File: src/rtl/ft232h_traffic_gen_pkg.sv
// rtl/ft232h_traffic_gen_pkg.sv - shared encodings and LFSR taps for the ft232h traffic generator
`timescale 1ns/1ps
package ft232h_traffic_gen_pkg;

  typedef enum logic [1:0] {
    PAT_CNT   = 2'd0,
    PAT_LFSR  = 2'd1,
    PAT_CONST = 2'd2,
    PAT_RSVD  = 2'd3
  } pattern_t;

  typedef enum logic [1:0] {
    S_IDLE = 2'd0,
    S_WR   = 2'd1,
    S_RD   = 2'd2,
    S_DONE = 2'd3
  } state_t;

  localparam logic [31:0] LFSR_TAPS_8  = 32'h0000_00B8;
  localparam logic [31:0] LFSR_TAPS_16 = 32'h0000_B400;
  localparam logic [31:0] LFSR_TAPS_32 = 32'h8020_0003;

  // Right-shifting Galois masks giving maximal-length sequences.
  function automatic logic [31:0] lfsr_taps(input int width);
    case (width)
      16:      return LFSR_TAPS_16;
      32:      return LFSR_TAPS_32;
      default: return LFSR_TAPS_8;
    endcase
  endfunction

endpackage

File: src/rtl/ft232h_pattern_gen.sv
// rtl/ft232h_pattern_gen.sv - counter / LFSR / constant payload source
`timescale 1ns/1ps
module ft232h_pattern_gen
  import ft232h_traffic_gen_pkg::*;
#(
  parameter int          PAYLOAD_W = 8,
  parameter int          SEED      = 1,
  parameter logic [31:0] CONST_VAL = 32'hA5
) (
  input  logic                 sysclk,
  input  logic                 rst_n,
  input  logic                 load,
  input  logic                 step,
  input  logic [1:0]           sel,
  output logic [PAYLOAD_W-1:0] value
);

  localparam logic [31:0]          TAPS_FULL = lfsr_taps(PAYLOAD_W);
  localparam logic [PAYLOAD_W-1:0] TAPS      = TAPS_FULL[PAYLOAD_W-1:0];
  localparam logic [PAYLOAD_W-1:0] SEED_V    = PAYLOAD_W'(SEED);
  localparam logic [PAYLOAD_W-1:0] CONST_V   = CONST_VAL[PAYLOAD_W-1:0];

  logic [PAYLOAD_W-1:0] cnt;
  logic [PAYLOAD_W-1:0] lfsr;

  // Both sequences run together so sel only picks which one is presented.
  always_ff @(posedge sysclk or negedge rst_n) begin
    if (!rst_n) begin
      cnt  <= '0;
      lfsr <= SEED_V;
    end else if (load) begin
      cnt  <= '0;
      lfsr <= SEED_V;
    end else if (step) begin
      cnt  <= cnt + PAYLOAD_W'(1);
      lfsr <= (lfsr >> 1) ^ (lfsr[0] ? TAPS : '0);
    end
  end

  always_comb begin
    case (sel)
      PAT_LFSR:  value = lfsr;
      PAT_CONST: value = CONST_V;
      default:   value = cnt;
    endcase
  end

endmodule

File: src/rtl/ft232h_traffic_gen.sv
// rtl/ft232h_traffic_gen.sv - Avalon-MM write/read-check traffic generator for the ft232h FIFO core
`timescale 1ns/1ps
module ft232h_traffic_gen
  import ft232h_traffic_gen_pkg::*;
#(
  parameter int          DATA_W    = 32,
  parameter int          PAYLOAD_W = 8,
  parameter int          ADDR_W    = 8,
  parameter logic [7:0]  TX_ADDR   = 8'h01,
  parameter logic [7:0]  RX_ADDR   = 8'h00,
  parameter int          SEED      = 1,
  parameter logic [31:0] CONST_VAL = 32'hA5,
  parameter int          CNT_W     = 32
) (
  input  logic                 sysclk,
  input  logic                 rst_n,
  input  logic                 start,
  input  logic                 stop,
  input  logic                 tx_en,
  input  logic                 rx_en,
  input  logic [1:0]           pattern_sel,
  input  logic [15:0]          burst_len,
  output logic [ADDR_W-1:0]    avm_address,
  output logic                 avm_read,
  output logic                 avm_write,
  output logic [DATA_W-1:0]    avm_writedata,
  input  logic [DATA_W-1:0]    avm_readdata,
  input  logic                 avm_waitrequest,
  output logic                 busy,
  output logic                 done,
  output logic [CNT_W-1:0]     tx_count,
  output logic [CNT_W-1:0]     rx_count,
  output logic [CNT_W-1:0]     err_count,
  output logic [PAYLOAD_W-1:0] first_err
);

  state_t               state, state_nxt;
  logic                 gap;
  logic                 stop_pend;
  logic [1:0]           sel_r;
  logic [15:0]          blen_r;
  logic                 tx_en_r, rx_en_r;
  logic                 accept;
  logic                 wr_cpl, rd_cpl;
  logic                 cont, tx_more, rx_more;
  logic [PAYLOAD_W-1:0] tx_val, rx_exp, rx_pay;

  assign cont    = (blen_r == 16'd0);
  assign tx_more = tx_en_r && (cont || tx_count != CNT_W'(blen_r));
  assign rx_more = rx_en_r && (cont || rx_count != CNT_W'(blen_r));

  // Strobes are derived from registered state so an async reset drops them at once.
  assign avm_write     = (state == S_WR) && !gap;
  assign avm_read      = (state == S_RD) && !gap;
  assign avm_address   = (state == S_RD) ? ADDR_W'(RX_ADDR) : ADDR_W'(TX_ADDR);
  assign avm_writedata = avm_write ? DATA_W'(tx_val) : '0;
  assign wr_cpl        = avm_write && !avm_waitrequest;
  assign rd_cpl        = avm_read && !avm_waitrequest;
  assign rx_pay        = avm_readdata[PAYLOAD_W-1:0];

  always_ff @(posedge sysclk or negedge rst_n) begin
    if (!rst_n) state <= S_IDLE;
    else        state <= state_nxt;
  end

  // Direction and termination are decided in the idle cycle after each completion.
  always_comb begin
    state_nxt = state;
    accept    = 1'b0;
    case (state)
      S_IDLE: begin
        if (start) begin
          if (tx_en || rx_en) begin
            accept    = 1'b1;
            state_nxt = tx_en ? S_WR : S_RD;
          end else begin
            state_nxt = S_DONE;
          end
        end
      end
      S_WR, S_RD: begin
        if (gap) begin
          if ((cont && (stop_pend || stop)) || !(tx_more || rx_more)) state_nxt = S_DONE;
          else if (state == S_WR) state_nxt = rx_more ? S_RD : S_WR;
          else                    state_nxt = tx_more ? S_WR : S_RD;
        end
      end
      default: state_nxt = S_IDLE;
    endcase
  end

  always_ff @(posedge sysclk or negedge rst_n) begin
    if (!rst_n) begin
      gap       <= 1'b0;
      stop_pend <= 1'b0;
      sel_r     <= 2'd0;
      blen_r    <= 16'd0;
      tx_en_r   <= 1'b0;
      rx_en_r   <= 1'b0;
      busy      <= 1'b0;
      done      <= 1'b0;
      tx_count  <= '0;
      rx_count  <= '0;
      err_count <= '0;
      first_err <= '0;
    end else begin
      gap <= wr_cpl || rd_cpl;
      if (accept) begin
        sel_r     <= pattern_sel;
        blen_r    <= burst_len;
        tx_en_r   <= tx_en;
        rx_en_r   <= rx_en;
        stop_pend <= 1'b0;
        busy      <= 1'b1;
        done      <= 1'b0;
        tx_count  <= '0;
        rx_count  <= '0;
        err_count <= '0;
        first_err <= '0;
      end else if (state == S_IDLE && start) begin
        done <= 1'b0;
      end
      if ((state == S_WR || state == S_RD) && cont && stop) stop_pend <= 1'b1;
      if (wr_cpl) tx_count <= tx_count + CNT_W'(1);
      if (rd_cpl) begin
        rx_count <= rx_count + CNT_W'(1);
        if (rx_pay != rx_exp) begin
          if (err_count != '1) err_count <= err_count + CNT_W'(1);
          if (err_count == '0) first_err <= rx_pay;
        end
      end
      if (state == S_DONE) begin
        busy <= 1'b0;
        done <= 1'b1;
      end
    end
  end

  ft232h_pattern_gen #(.PAYLOAD_W(PAYLOAD_W), .SEED(SEED), .CONST_VAL(CONST_VAL)) u_tx_gen (
    .sysclk (sysclk),
    .rst_n  (rst_n),
    .load   (accept),
    .step   (wr_cpl),
    .sel    (sel_r),
    .value  (tx_val)
  );

  ft232h_pattern_gen #(.PAYLOAD_W(PAYLOAD_W), .SEED(SEED), .CONST_VAL(CONST_VAL)) u_rx_gen (
    .sysclk (sysclk),
    .rst_n  (rst_n),
    .load   (accept),
    .step   (rd_cpl),
    .sel    (sel_r),
    .value  (rx_exp)
  );

endmodule

File: config.mk
export PLATFORM = sky130hd
export DESIGN_NAME = ft232h_traffic_gen
export DESIGN_NICKNAME = d
export VERILOG_FILES = /design/src/rtl/ft232h_traffic_gen_pkg.sv /design/src/rtl/ft232h_pattern_gen.sv /design/src/rtl/ft232h_traffic_gen.sv
export SDC_FILE = /design/constraint.sdc
export NUM_CORES = 1
export LEC_CHECK = 0
export BUFFER_PORTS_ARGS = -buffer_cell sky130_fd_sc_hd__buf_2
export CAP_MARGIN = 10
export CORE_MARGIN = 2
export CORE_UTILIZATION = 49
export DETAILED_ROUTE_END_ITERATION = 12
export PLACE_DENSITY = 0.82
export SLEW_MARGIN = 20
export SYNTH_ARGS = -nofsm -noshare
export SYNTH_HDL_FRONTEND = slang
export SYNTH_SLANG_ARGS = --single-unit
File: constraint.sdc
create_clock -name sysclk -period 3 [get_ports sysclk]
set_input_delay 0.15 -clock sysclk [delete_from_list [all_inputs] [get_ports sysclk]]
set_output_delay 0.15 -clock sysclk [all_outputs]
set_load 0.02 [all_outputs]
==> results.yml <==
detailed_routing:
  vias: 8579
  ant_nets: 0
  wl_um: 24500
  dr.pass1.iters: 5
  routedWlPerCell_um: 17.0
  drtIter0Drc: 631
  via_per_inst: 5.96
  post-route-drc-count: 0
setup_path:
  crit_path_end_kind: "register"
  start_kind: "register"
  slowest_delay_ns: 0.50
  crit_arrival_ns: 3.17
  crit_start: "sel_r[0]"
  cp.required_ns: 3.30
  path_max_fanout: 25
  timing.rr.start: "sel_r[0]"
  cpMaxStageDelayCell: "a2111o_1"
  crit_chain: "inv_1 -> ha_1 -> buf_12 -> and4b_1 -> a31oi_1 -> a2111o_1 -> o31ai_4 -> buf_4 -> nor3_1 -> a221o_1"
  crit_type: "register to register"
clocking:
  cts-root-buf: "clkbuf_16"
  cts_tree: "built"
  path_clk_slew_ns: 0.06
  numCtsBuffers: 17
  cts_num_sinks: 162
  clock_latency_ns: 0.43
  post_cts_buffers: 0
  h-tree-depth: 4
  cts_buffer_depth: 2
job:
  drv_cap: 0
die:
  rows: 50
  fp.dieW_um: 141
  die_area_sq_mm: 0.0199
  start_util_pct: 49.5
  io_pins: 205
  die_h_um: 141
  coreArea_sq_mm: 0.0186
synthesis:
  yosys_warnings: 0
  synth_seq_cells: 162
  synth.avg_cell_area_sq_um: 8.85
  synth_edf_count: 0
  synth.distinct_cells: 59
  ys_seq_area_share_pct: 44.1
  syn_area_sq_mm: 0.00919
  synth_ff_type: "dfrtp_1"
  syn-instance-count: 1039
  ys_async_sr_fraction_pct: 100
sta:
  slew_headroom_pct: 49.0
  setup_tns_ns: 0
  fin_skew_ns: 0.00956
  slew_viol_final: 0
  worst_slew_pin_slew_ns: 0.765
  fin_crit_sh_pct: 95.9
  rsz0062_at_grt: "no"
  fmax_mhz: 348
  setup_violations: 0
  setup_slack_ns: 0.123
  hold_viol: 0
  period_minus_slack_ns: 2.88
global_routing:
  grt_pass1_wl_um: 39800
  grt_pass1_vias: 8015
  grt_max_degree: 75
  track_usage_pct: 24.7
  antenna_found_initial: 0
  overflow: 0
layout:
  nFillCells: 1611
  final_layout_size_suffix_gt1_share_pct: 18.8
  final_common_cell: "nand2_1"
  final_cell_mix: "nand2_1, dfrtp_1, buf_2"
  n_antenna_cell: 0
  area_growth_syn_to_layout_pct: 18.4
  nets: 1263
  fin_area_sq_mm: 0.0109
  finalNonFillerCells: 1439
  fin_util_pct: 58.6
status:
  outcome: "complete, no violations"
placed_design:
  gp_congestion: 0.925
  port_buffers: 149
  pre_cts_ws_ns: 0.0437
  dpl_cell_area_sq_mm: 0.0101
  dpl.cell_count: 1390
  place_hpwl_um: 16600
power:
  powerDensity_mw_per_mm2: 749
  power.leakage_nw: 5.17
  p_sw_share_pct: 38.1
  max-vdd-ir-drop_mv: 0.527
  p_int_mw: 5.04
  sequentialPowerShare_pct: 37.7
  clockPowerShare_pct: 28.5
  power.switching_mw: 3.11
  combPwrFrac_pct: 33.8
hold_path:
  hold_path_class: "input pin to register"
  min_from: "stop"
cell families after synthesis:
logic type      synth area share [%]
simple gates                    25.6
compound gates                  15.4
flops                           44.1
buf+inv                         6.53
xor+xnor                        5.53
fa+ha+maj                       1.63
mux                             1.09
other cells                   0.0408
power groups by stage:
stage | Sequential [mW] | Clock, mW | Combinational [mW]
after floorplan | 3.07 | 0 | 1.92
after global placement | 3.07 | 0 | 2.59
after detailed placement | 3.09 | 0 | 2.67
after CTS | 3.06 | 2.34 | 2.71
after global routing | 3.12 | 2.44 | 3.02
final | 3.07 | 2.32 | 2.76
flip-flops by register name, summed over array words and instances (netlist names):
name and cells:
tx_count 32, u_rx_gen.cnt 8, blen_r 16, u_rx_gen.lfsr 8
u_tx_gen.lfsr 8, tx_en_r 1, sel_r 2, stop_pend 1
err_count 32, busy 1, state 2, u_tx_gen.cnt 8
rx_count 32, first_err 8, rx_en_r 1, gap 1
done 1
cell type report:
| class | count | area, sq um | share of cell area [%] |
|---|---|---|---|
| flip-flops and latches | 162 | 4060 | 37.3 |
| clock inverters | 9 | 156 | 1.44 |
| clock buffers | 21 | 460 | 4.23 |
| repair buffers | 189 | 1120 | 10.3 |
| inverters | 33 | 124 | 1.14 |
| well taps | 234 | 293 | 2.69 |
| multi-input cells | 791 | 4670 | 42.9 |
critical path: cells and delay by family, from the launching register on:
family | cells | cell delay (ns)
flip-flops | 1 | 0.35
buffers and inverters | 3 | 0.48
adder cells (fa/ha/maj) | 1 | 0.34
AO/OA/AOI/OAI | 4 | 1.25
AND/OR/NAND/NOR | 2 | 0.31
per-layer routing:
layer / global-route usage [%] / up-vias / wire, um
li1: - / 4025 / -
met1: 33.9 / 4152 / 11000
met2: 39.7 / 357 / 11600
met3: 4.59 / 45 / 1430
met4: 8.47 / 0 / 446
met5: 0 / - / 0
path summary, 6_finish.rpt:
check	slack, ns	cells past startpoint	endpoint
setup reg to reg	0.12	10	err_count[30]
setup / recovery	0.12	10	err_count[30]
min in group asynchronous	0.32	2	rx_count[27]
hold / removal	0.02	3	stop_pend
hold reg to reg	0.50	2	stop_pend
max in group asynchronous	1.82	3	u_rx_gen.cnt[2]
synth_stat cells, types with 28 or more instances:
master	number	area (sq um)
nand2_1	164	616
dfrtp_1	160	4000
nor2_1	68	255
nand3_1	63	315
o21ai_0	52	260
nand4_1	42	263
clkbuf_1	40	150
xor2_1	35	307
inv_1	33	124
buf_4	32	240
and3_1	29	181
nor4_1	28	175
timing repair:
item                                    in CTS  in global routing
hold buffers                                19                  0
gates resized for setup                      0                  3
endpoints found under the setup margin       0                 30
hold endpoints to repair                    88                  0
through the flow:
stage	hold slack (ns)	power (mW)
finish	0.0217	8.15
global route	0.0274	8.58
CTS	0.00220	8.11
detailed placement	0.220	5.76
global placement	0.216	5.66
floorplan	-0.146	4.98
No activity file was read; power rests on OpenSTA's default activity.
